$ cat config.mk
export PLATFORM = sky130hd
export DESIGN_NAME = insn_fetch_unit
export DESIGN_NICKNAME = d
export VERILOG_FILES = /design/src/rtl/insn_fetch_unit.sv
export SDC_FILE = /design/constraint.sdc
export NUM_CORES = 1
export LEC_CHECK = 0
export CAP_MARGIN = 5
export CORE_AREA = 2 2 89 112
export CTS_BUF_LIST = sky130_fd_sc_hd__clkbuf_16
export CTS_CLUSTER_SIZE = 40
export DETAILED_ROUTE_END_ITERATION = 6
export DIE_AREA = 0 0 91 114
export PLACE_DENSITY = 0.94
export SYNTH_ARGS = -nofsm -noshare
export SYNTH_HDL_FRONTEND = slang
export SYNTH_SLANG_ARGS = --single-unit
$ cat constraint.sdc
create_clock -name CLK -period 3.8 [get_ports CLK]
set_input_delay 0.57 -clock CLK [delete_from_list [all_inputs] [get_ports CLK]]
set_output_delay 0.57 -clock CLK [all_outputs]
set_load 0.02 [all_outputs]
$ cat src/rtl/insn_fetch_unit.sv
// Instruction fetch unit: requests one word at a time from instruction memory
// and holds it in INSN/PC until the decoder consumes it.
//
// state   | meaning
// --------+------------------------------------------------------------
// S_IDLE  | one cycle after reset before the first request
// S_FETCH | request outstanding at fetch_pc, counting wait cycles
// S_HOLD  | INSN/PC valid, waiting for insn_ready
// S_FAULT | sticky fault (timeout or misaligned redirect), no requests
module insn_fetch_unit #(
    parameter logic [31:0] RESET_PC = 32'h0000_0000,
    parameter int unsigned TIMEOUT  = 15
) (
    input  logic        CLK,
    input  logic        RST_N,
    input  logic        redirect,
    input  logic [31:0] redirect_pc,
    output logic        mem_req,
    output logic [31:0] mem_addr,
    input  logic [31:0] mem_rdata,
    input  logic        mem_ready,
    output logic [31:0] INSN,
    output logic        insn_valid,
    input  logic        insn_ready,
    output logic [31:0] PC,
    output logic        fetch_fault
);

    localparam int unsigned   CW      = (TIMEOUT < 1) ? 1 : $clog2(TIMEOUT + 1);
    localparam logic [CW-1:0] CNT_MAX = CW'(TIMEOUT);
    localparam logic [31:0]   NOP     = 32'h0000_0013;

    typedef enum logic [1:0] {S_IDLE, S_FETCH, S_HOLD, S_FAULT} state_t;

    state_t        state_q, state_d;
    logic [31:0]   fetch_pc_q, fetch_pc_d;
    logic [CW-1:0] cnt_q, cnt_d;
    logic [31:0]   insn_q, insn_d;
    logic [31:0]   pc_q, pc_d;
    logic          valid_q, valid_d;
    logic          fault_q, fault_d;

    always_ff @(posedge CLK) begin
        if (!RST_N) begin
            state_q    <= S_IDLE;
            fetch_pc_q <= RESET_PC;
            cnt_q      <= '0;
            insn_q     <= NOP;
            pc_q       <= RESET_PC;
            valid_q    <= 1'b0;
            fault_q    <= 1'b0;
        end else begin
            state_q    <= state_d;
            fetch_pc_q <= fetch_pc_d;
            cnt_q      <= cnt_d;
            insn_q     <= insn_d;
            pc_q       <= pc_d;
            valid_q    <= valid_d;
            fault_q    <= fault_d;
        end
    end

    always_comb begin
        state_d    = state_q;
        fetch_pc_d = fetch_pc_q;
        cnt_d      = cnt_q;
        insn_d     = insn_q;
        pc_d       = pc_q;
        valid_d    = valid_q;
        fault_d    = fault_q;

        if (redirect) begin
            // Redirect beats everything; a response landing this cycle is dropped.
            fetch_pc_d = redirect_pc;
            valid_d    = 1'b0;
            cnt_d      = '0;
            if (redirect_pc[1:0] != 2'b00) begin
                state_d = S_FAULT;
                fault_d = 1'b1;
            end else begin
                state_d = S_FETCH;
                fault_d = 1'b0;
            end
        end else begin
            unique case (state_q)
                S_IDLE: begin
                    state_d = S_FETCH;
                end
                S_FETCH: begin
                    if (mem_ready) begin
                        insn_d     = mem_rdata;
                        pc_d       = fetch_pc_q;
                        valid_d    = 1'b1;
                        fetch_pc_d = fetch_pc_q + 32'd4;
                        cnt_d      = '0;
                        state_d    = S_HOLD;
                    end else if (cnt_q == CNT_MAX) begin
                        cnt_d   = '0;
                        fault_d = 1'b1;
                        state_d = S_FAULT;
                    end else begin
                        cnt_d = cnt_q + CW'(1);
                    end
                end
                S_HOLD: begin
                    if (insn_ready && valid_q) begin
                        valid_d = 1'b0;
                        state_d = S_FETCH;
                    end
                end
                S_FAULT: begin
                    valid_d = 1'b0;
                end
                default: begin
                    state_d = S_IDLE;
                end
            endcase
        end
    end

    assign mem_req     = (state_q == S_FETCH);
    assign mem_addr    = fetch_pc_q;
    assign INSN        = insn_q;
    assign PC          = pc_q;
    assign insn_valid  = valid_q;
    assign fetch_fault = fault_q;

endmodule

==> flow_summary.rst, run 1 <==
.. list-table::
   :header-rows: 1

   * - Metric
     - Value
   * - Outcome
     - finished clean
   * - Proportion of synthesized chip area in sequential cells
     - 48.4%
   * - DIE HEIGHT
     - 114 µm
   * - Critical path destination
     - PC[10]$_SDFFE_PN0P_
   * - Period Utilization, post-route
     - 68.6%
   * - Root Buffer
     - sky130_fd_sc_hd__clkbuf_16
   * - Fraction of synthesis flops using an asynchronous set or reset pin
     - 0%
   * - Vias in the first global route
     - 4,297
   * - Post-CTS clock slew at the launch and capture registers of the worst setup and hold paths
     - 70 ps
   * - Count of unique library cells instantiated by Yosys
     - 41
   * - Combined area of all synthesized cells
     - 0.00430 mm²
   * - Routed vias
     - 4,381
   * - Leading cell types in the layout, fill and taps excluded
     - sky130_fd_sc_hd__clkdlybuf4s50_1, sky130_fd_sc_hd__nand2_1, sky130_fd_sc_hd__dfxtp_1
   * - Mapped Nets
     - 607
   * - Most frequently used flop master after synthesis
     - sky130_fd_sc_hd__dfxtp_1
   * - Final-layout setup total negative slack
     - 0 ps
   * - Post-DP HPWL
     - 9.31 mm
   * - Post-Syn Area per Cell
     - 8.03 µm²
   * - Arrival time of the worst setup path
     - 2770 ps
   * - Total CTS buffers
     - 9
   * - Upper clock frequency limit
     - 384 MHz
   * - Clock latency at the later pin of the worst-skew pair
     - 340 ps
   * - Number of cells on the worst reg-to-reg path
     - 4
   * - Total gr overflow
     - 0
   * - Mean routed wirelength per cell
     - 16.1 µm
   * - Crit path capture type
     - flop
   * - IO buf count
     - 167
   * - Combined global-route utilization of all metal layers
     - 24.9%
   * - Max_cap viols
     - 0
   * - Die outline area
     - 0.0104 mm²
   * - Sink Count
     - 104
   * - Hold buffers post-CTS
     - 0
   * - Weighted congestion reported at the end of routability-driven placement
     - 0.848
   * - Row cnt
     - 40
   * - Final setup violation count
     - 0
   * - Total routed wirelength
     - 13.2 mm
   * - Clock tree from TritonCTS
     - built
   * - PostCTS Resize Cnt
     - 0
   * - Io pins
     - 168
   * - R2R Setup Slk
     - 1680 ps
   * - Starting density of the core
     - 45.7%
   * - Leakage
     - 2.19 nW
   * - Growth of design area from synthesis to finish
     - 46.9%
   * - Ratio of cells with drive above 1 in the final layout
     - 5.06%
   * - Flip-flop and latch count after synthesis
     - 104
   * - Clock period minus final worst setup slack
     - 2610 ps
   * - Pin count of the biggest net entering global routing
     - 73
   * - Most frequent standard cell in the layout excluding fill and tap cells
     - sky130_fd_sc_hd__clkdlybuf4s50_1
   * - Via/cell ratio
     - 5.36
   * - Total power density per cell area
     - 383 mW/mm²
   * - Worst flop-to-flop path endpoint
     - PC[10]$_SDFFE_PN0P_
   * - First-pass GRT wire length
     - 20.9 mm
   * - Nets
     - 759
   * - Slew @ Worst Pin
     - 1250 ps
   * - Maximum ir drop on the vdd rail
     - 0.217 mV
   * - Timing startpoint of the critical path
     - mem_ready
   * - Number of buffers inserted by post-CTS setup repair
     - 0
   * - Detailed-router iteration count before antenna repair
     - 6
   * - Class of the tightest hold or removal check
     - flop to flop
   * - Number of DRC markers after the initial detailed-route iteration
     - 199
   * - Max Fanout on Critical Path
     - 64
   * - Clk buf depth
     - 2
   * - Count of nets left with antenna violations after detail routing
     - 0
   * - CORE AREA
     - 0.00941 mm²
   * - Data required time of the worst path
     - 3960 ps
   * - DRC violation count after routing
     - 0
   * - Cell count after synthesis
     - 536
   * - Antenna Diode Count
     - 0
   * - Fin Clk Skew
     - 6.94 ps
   * - Post-layout util
     - 67.2%
   * - R2r startpoint
     - state_q[0]$_SDFFE_PN0P_
   * - Remaining max-slew budget at the tightest pin
     - 16.7%
   * - Final max-slew violation count
     - 0
   * - CTS H-Tree Depth
     - 3
   * - Die extent in x
     - 91 µm
   * - Startpoint kind of the worst setup timing path
     - input pin
   * - Number of antenna violations at the first check in global routing
     - 0
   * - CP Class
     - input pin to flop
   * - Number of flops mapped to enable cells by yosys
     - 0
   * - Number of hold violations in the final report
     - 0
   * - Synthesis warning total
     - 0
   * - Setup repair after global routing missed its margin
     - no
==> where the power goes <==
| group | internal, mW | switching (mW) |
|---|---|---|
| Combinational | 0.173 | 0.175 |
| Clock | 0.499 | 0.387 |
| Sequential | 1.13 | 0.0516 |
==> worst max-delay path: stages <==
cell and delay, ps:
sky130_fd_sc_hd__clkdlybuf4s50_1 700, sky130_fd_sc_hd__and3b_2 370, sky130_fd_sc_hd__nand2_2 680, sky130_fd_sc_hd__nand2_1 320, sky130_fd_sc_hd__a21oi_1 110
==> state kept, by name, indices dropped and copies added (netlist names) <==
| signal | count |
|---|---|
| cnt_q | 4 |
| INSN | 32 |
| state_q | 2 |
| PC | 32 |
| fetch_fault | 1 |
| insn_valid | 1 |
| mem_addr | 32 |
==> final cells by class <==
| cell class | count | area [µm²] |
|---|---|---|
| multi-input combinational | 392 | 2060 |
| sequential | 104 | 2080 |
| clock buffer | 9 | 225 |
| tap | 126 | 158 |
| inverter | 9 | 33.8 |
| fill | 768 | 3090 |
| timing repair buffer | 172 | 1710 |
| clock inverter | 6 | 52.6 |
==> worst min path at each step <==
stage / start / endpoint / slack, ps / cells after the start
floorplan: cnt_q[0]$_SDFFE_PP0P_ / cnt_q[0]$_SDFFE_PP0P_ / 460 / 2
global placement: INSN[6]$_SDFFE_PN0P_ / INSN[6]$_SDFFE_PN0P_ / 440 / 2
detailed placement: INSN[19]$_SDFFE_PN0P_ / INSN[19]$_SDFFE_PN0P_ / 450 / 2
CTS: INSN[22]$_SDFFE_PN0P_ / INSN[22]$_SDFFE_PN0P_ / 460 / 2
global route: PC[13]$_SDFFE_PN0P_ / PC[13]$_SDFFE_PN0P_ / 480 / 2
finish: INSN[13]$_SDFFE_PN0P_ / INSN[13]$_SDFFE_PN0P_ / 460 / 2
==> logic make-up (layout without fill, tap and decap cells) <==
group | count (synthesis) | count (layout) | share of synthesized area, %
AO/OA/AOI/OAI | 128 | 128 | 15.8
XOR/XNOR | 26 | 26 | 5.29
adder cells (fa/ha/maj) | 2 | 2 | 0.581
buffers and inverters | 40 | 196 | 3.87
flip-flops | 104 | 104 | 48.4
multiplexers | 5 | 5 | 1.16
AND/OR/NAND/NOR | 231 | 231 | 24.9
==> per-stage QoR <==
step | cells | total power, mW | cell area [µm²] | hold slack (ps) | setup WS, ps
after floorplan | 536 | 1.36 | 4300 | 457 | 2000
after global placement | 803 | 1.54 | 6040 | 440 | 1010
after detailed placement | 803 | 1.55 | 6040 | 447 | 899
after CTS | 818 | 2.43 | 6320 | 456 | 1210
after global routing | 818 | 2.50 | 6320 | 478 | 962
final | 818 | 2.42 | 6320 | 455 | 1190
==> per-layer routing <==
| layer | vias to the layer above | wire length [µm] | track usage, % |
|---|---|---|---|
| met2 | 172 | 6930 | 44.5 |
| met1 | 2046 | 5170 | 29.0 |
| met3 | 42 | 657 | 4.16 |
| met5 | - | 0 | 0 |
| li1 | 2121 | - | - |
| met4 | 0 | 394 | 11.5 |
==> cell usage after synthesis, drive strengths merged, types with 2 or more instances <==
cell	instances	area, µm²
a211oi	5	42.5
a21oi	88	440
a311oi	2	17.5
a31oi	2	12.5
and3	5	31.3
buf	14	68.8
clkbuf	17	63.8
dfxtp	104	2080
ha	2	25.0
inv	8	30.0
mux2i	5	50.1
nand2	150	566
nand3	16	85.1
nand3b	4	42.5
nand4	14	100
nor2	24	90.1
nor3	9	66.3
nor4	5	58.8
o21ai	28	140
xnor2	11	96.3
xor2	15	131
Note: power is estimated with default switching activity, not from simulation.
==> run 2, diff against run 1 <==
--- a/config.mk
+++ b/config.mk
@@ -6,12 +6,12 @@
 export NUM_CORES = 1
 export LEC_CHECK = 0
 export CAP_MARGIN = 5
-export CORE_AREA = 2 2 89 112
+export CORE_AREA = 2 2 92 116
 export CTS_BUF_LIST = sky130_fd_sc_hd__clkbuf_16
 export CTS_CLUSTER_SIZE = 40
 export DETAILED_ROUTE_END_ITERATION = 6
-export DIE_AREA = 0 0 91 114
-export PLACE_DENSITY = 0.94
+export DIE_AREA = 0 0 94 118
+export PLACE_DENSITY = 0.89
 export SYNTH_ARGS = -nofsm -noshare
 export SYNTH_HDL_FRONTEND = slang
 export SYNTH_SLANG_ARGS = --single-unit
==> constraint.sdc (replaced) <==
create_clock -name CLK -period 2.6 [get_ports CLK]
set_input_delay 0.39 -clock CLK [delete_from_list [all_inputs] [get_ports CLK]]
set_output_delay 0.39 -clock CLK [all_outputs]
set_load 0.02 [all_outputs]
==> flow_summary.rst, run 2 (synthesized netlist as in run 1, its figures left out) <==
.. list-table::
   :header-rows: 1

   * - Metric
     - Value
   * - Post-layout util
     - 63.6%
   * - CP Class
     - flop to output port
   * - Clock latency at the later pin of the worst-skew pair
     - 340 ps
   * - Combined global-route utilization of all metal layers
     - 23.9%
   * - First-pass GRT wire length
     - 21.2 mm
   * - Final max-slew violation count
     - 0
   * - Outcome
     - finished clean
   * - Post-CTS clock slew at the launch and capture registers of the worst setup and hold paths
     - 70 ps
   * - Share of power burned in registers
     - 49.8%
   * - Mean routed wirelength per cell
     - 16.1 µm
   * - Startpoint kind of the worst setup timing path
     - flop
   * - Vias in the first global route
     - 4,323
   * - Number of hold violations in the final report
     - 0
   * - Internal power
     - 2.55 mW
   * - Slew @ Worst Pin
     - 617 ps
   * - Via/cell ratio
     - 5.33
   * - Starting density of the core
     - 43.0%
   * - Most frequent standard cell in the layout excluding fill and tap cells
     - sky130_fd_sc_hd__clkdlybuf4s50_1
   * - Arrival time of the worst setup path
     - 1760 ps
   * - Number of buffers inserted by post-CTS setup repair
     - 0
   * - Nets
     - 763
   * - PostCTS Resize Cnt
     - 0
   * - Total CTS buffers
     - 9
   * - Io pins
     - 168
   * - Fin Clk Skew
     - 10.3 ps
   * - Leading cell types in the layout, fill and taps excluded
     - sky130_fd_sc_hd__clkdlybuf4s50_1, sky130_fd_sc_hd__nand2_1, sky130_fd_sc_hd__dfxtp_1
   * - Die outline area
     - 0.0111 mm²
   * - Post-DP HPWL
     - 9.65 mm
   * - Antenna Diode Count
     - 0
   * - DIE HEIGHT
     - 118 µm
   * - R2r startpoint
     - mem_addr[12]$_SDFFE_PN0P_
   * - Die extent in x
     - 94 µm
   * - DRC violation count after routing
     - 0
   * - Max_cap viols
     - 0
   * - Setup repair after global routing missed its margin
     - no
   * - CTS H-Tree Depth
     - 3
   * - Number of cells on the worst reg-to-reg path
     - 5
   * - Growth of design area from synthesis to finish
     - 48.0%
   * - Count of nets left with antenna violations after detail routing
     - 0
   * - Maximum ir drop on the vdd rail
     - 0.352 mV
   * - Detailed-router iteration count before antenna repair
     - 6
   * - Total gr overflow
     - 0
   * - Overall power of the completed layout
     - 3.48 mW
   * - R2R Setup Slk
     - 700 ps
   * - Clock tree from TritonCTS
     - built
   * - Upper clock frequency limit
     - 465 MHz
   * - Switching share of power
     - 26.6%
   * - Worst flop-to-flop path endpoint
     - mem_addr[21]$_SDFFE_PN0P_
   * - Sink Count
     - 104
   * - Number of DRC markers after the initial detailed-route iteration
     - 260
   * - Final-layout setup total negative slack
     - 0 ps
   * - Hold buffers post-CTS
     - 0
   * - Part of the total power dissipated in combinational logic
     - 14.8%
   * - Total routed wirelength
     - 13.3 mm
   * - Remaining max-slew budget at the tightest pin
     - 58.5%
   * - Clock period minus final worst setup slack
     - 2150 ps
   * - Final setup violation count
     - 0
   * - Number of antenna violations at the first check in global routing
     - 0
   * - Crit path capture type
     - output port
   * - Start point of the worst hold path
     - PC[2]$_SDFFE_PN0P_
   * - Net switching power figure
     - 0.923 mW
   * - Period Utilization, post-route
     - 82.7%
   * - Weighted congestion reported at the end of routability-driven placement
     - 0.846
   * - Count of cells along the worst hold path
     - 2
   * - Max Fanout on Critical Path
     - 8
   * - Ratio of cells with drive above 1 in the final layout
     - 5.60%
   * - Clk buf depth
     - 2
   * - Share of power burned in the clock network
     - 35.4%
   * - IO buf count
     - 167
   * - Routed vias
     - 4,400
   * - Total power density per cell area
     - 546 mW/mm²
   * - Data required time of the worst path
     - 2210 ps
   * - Row cnt
     - 41
   * - Hold-critical path endpoint
     - PC[2]$_SDFFE_PN0P_
   * - CORE AREA
     - 0.0100 mm²
   * - Root Buffer
     - sky130_fd_sc_hd__clkbuf_16
   * - Pin count of the biggest net entering global routing
     - 65
   * - Class of the tightest hold or removal check
     - flop to flop
   * - Leakage
     - 2.19 nW
run 2: power by group through the flow:
| stage | clock (mW) | sequential, mW | combinational, mW |
|---|---|---|---|
| after floorplan | 0 | 1.82 | 0.170 |
| after global placement | 0 | 1.76 | 0.501 |
| after detailed placement | 0 | 1.76 | 0.515 |
| after CTS | 1.24 | 1.73 | 0.517 |
| after global routing | 1.33 | 1.74 | 0.554 |
| final | 1.23 | 1.73 | 0.516 |
run 2: layout make-up:
type	count	area [µm²]
clock buffers	9	225
clock inverters	6	37.5
fillers	859	3640
inverters	9	33.8
multi-input cells	392	2060
flip-flops and latches	104	2080
well taps	129	161
repair buffers	176	1760
run 2: through the flow:
stage | instance area [µm²] | setup slack, ps | hold slack [ps] | instances
4_1_cts | 6370 | 454 | 456 | 825
6_report | 6370 | 449 | 454 | 825
3_3_place_gp | 6100 | 365 | 441 | 810
3_5_place_dp | 6100 | 279 | 447 | 810
5_1_grt | 6370 | 370 | 470 | 825
2_1_floorplan | 4300 | 916 | 457 | 536
run 2: worst max-delay path by stage:
stage / cells past startpoint / slack [ps] / start / end
6_report: 3 / 450 / state_q[0]$_SDFFE_PN0P_ / mem_req
5_1_grt: 3 / 370 / state_q[0]$_SDFFE_PN0P_ / mem_req
4_1_cts: 3 / 450 / state_q[0]$_SDFFE_PN0P_ / mem_req
3_5_place_dp: 6 / 280 / mem_ready / mem_addr[17]$_SDFFE_PN0P_
3_3_place_gp: 6 / 360 / mem_ready / mem_addr[17]$_SDFFE_PN0P_
2_1_floorplan: 5 / 920 / mem_addr[19]$_SDFFE_PN0P_ / mem_addr[30]$_SDFFE_PN0P_
run 2: layer usage:
metal	share of wire [%]	vias to the layer above	track usage (%)	wire length, µm
li1	-	2125	-	-
met1	39	2067	27.5	5160
met2	52	168	41.9	6910
met3	5.9	40	5.06	782
met4	3.4	0	10.5	450
met5	0	-	0	0
run 2: critical path, cell delays in order (launching register included):
cell and delay (ps):
sky130_fd_sc_hd__dfxtp_1 470, sky130_fd_sc_hd__nand2_1 220, sky130_fd_sc_hd__inv_1 110, sky130_fd_sc_hd__clkdlybuf4s50_1 610
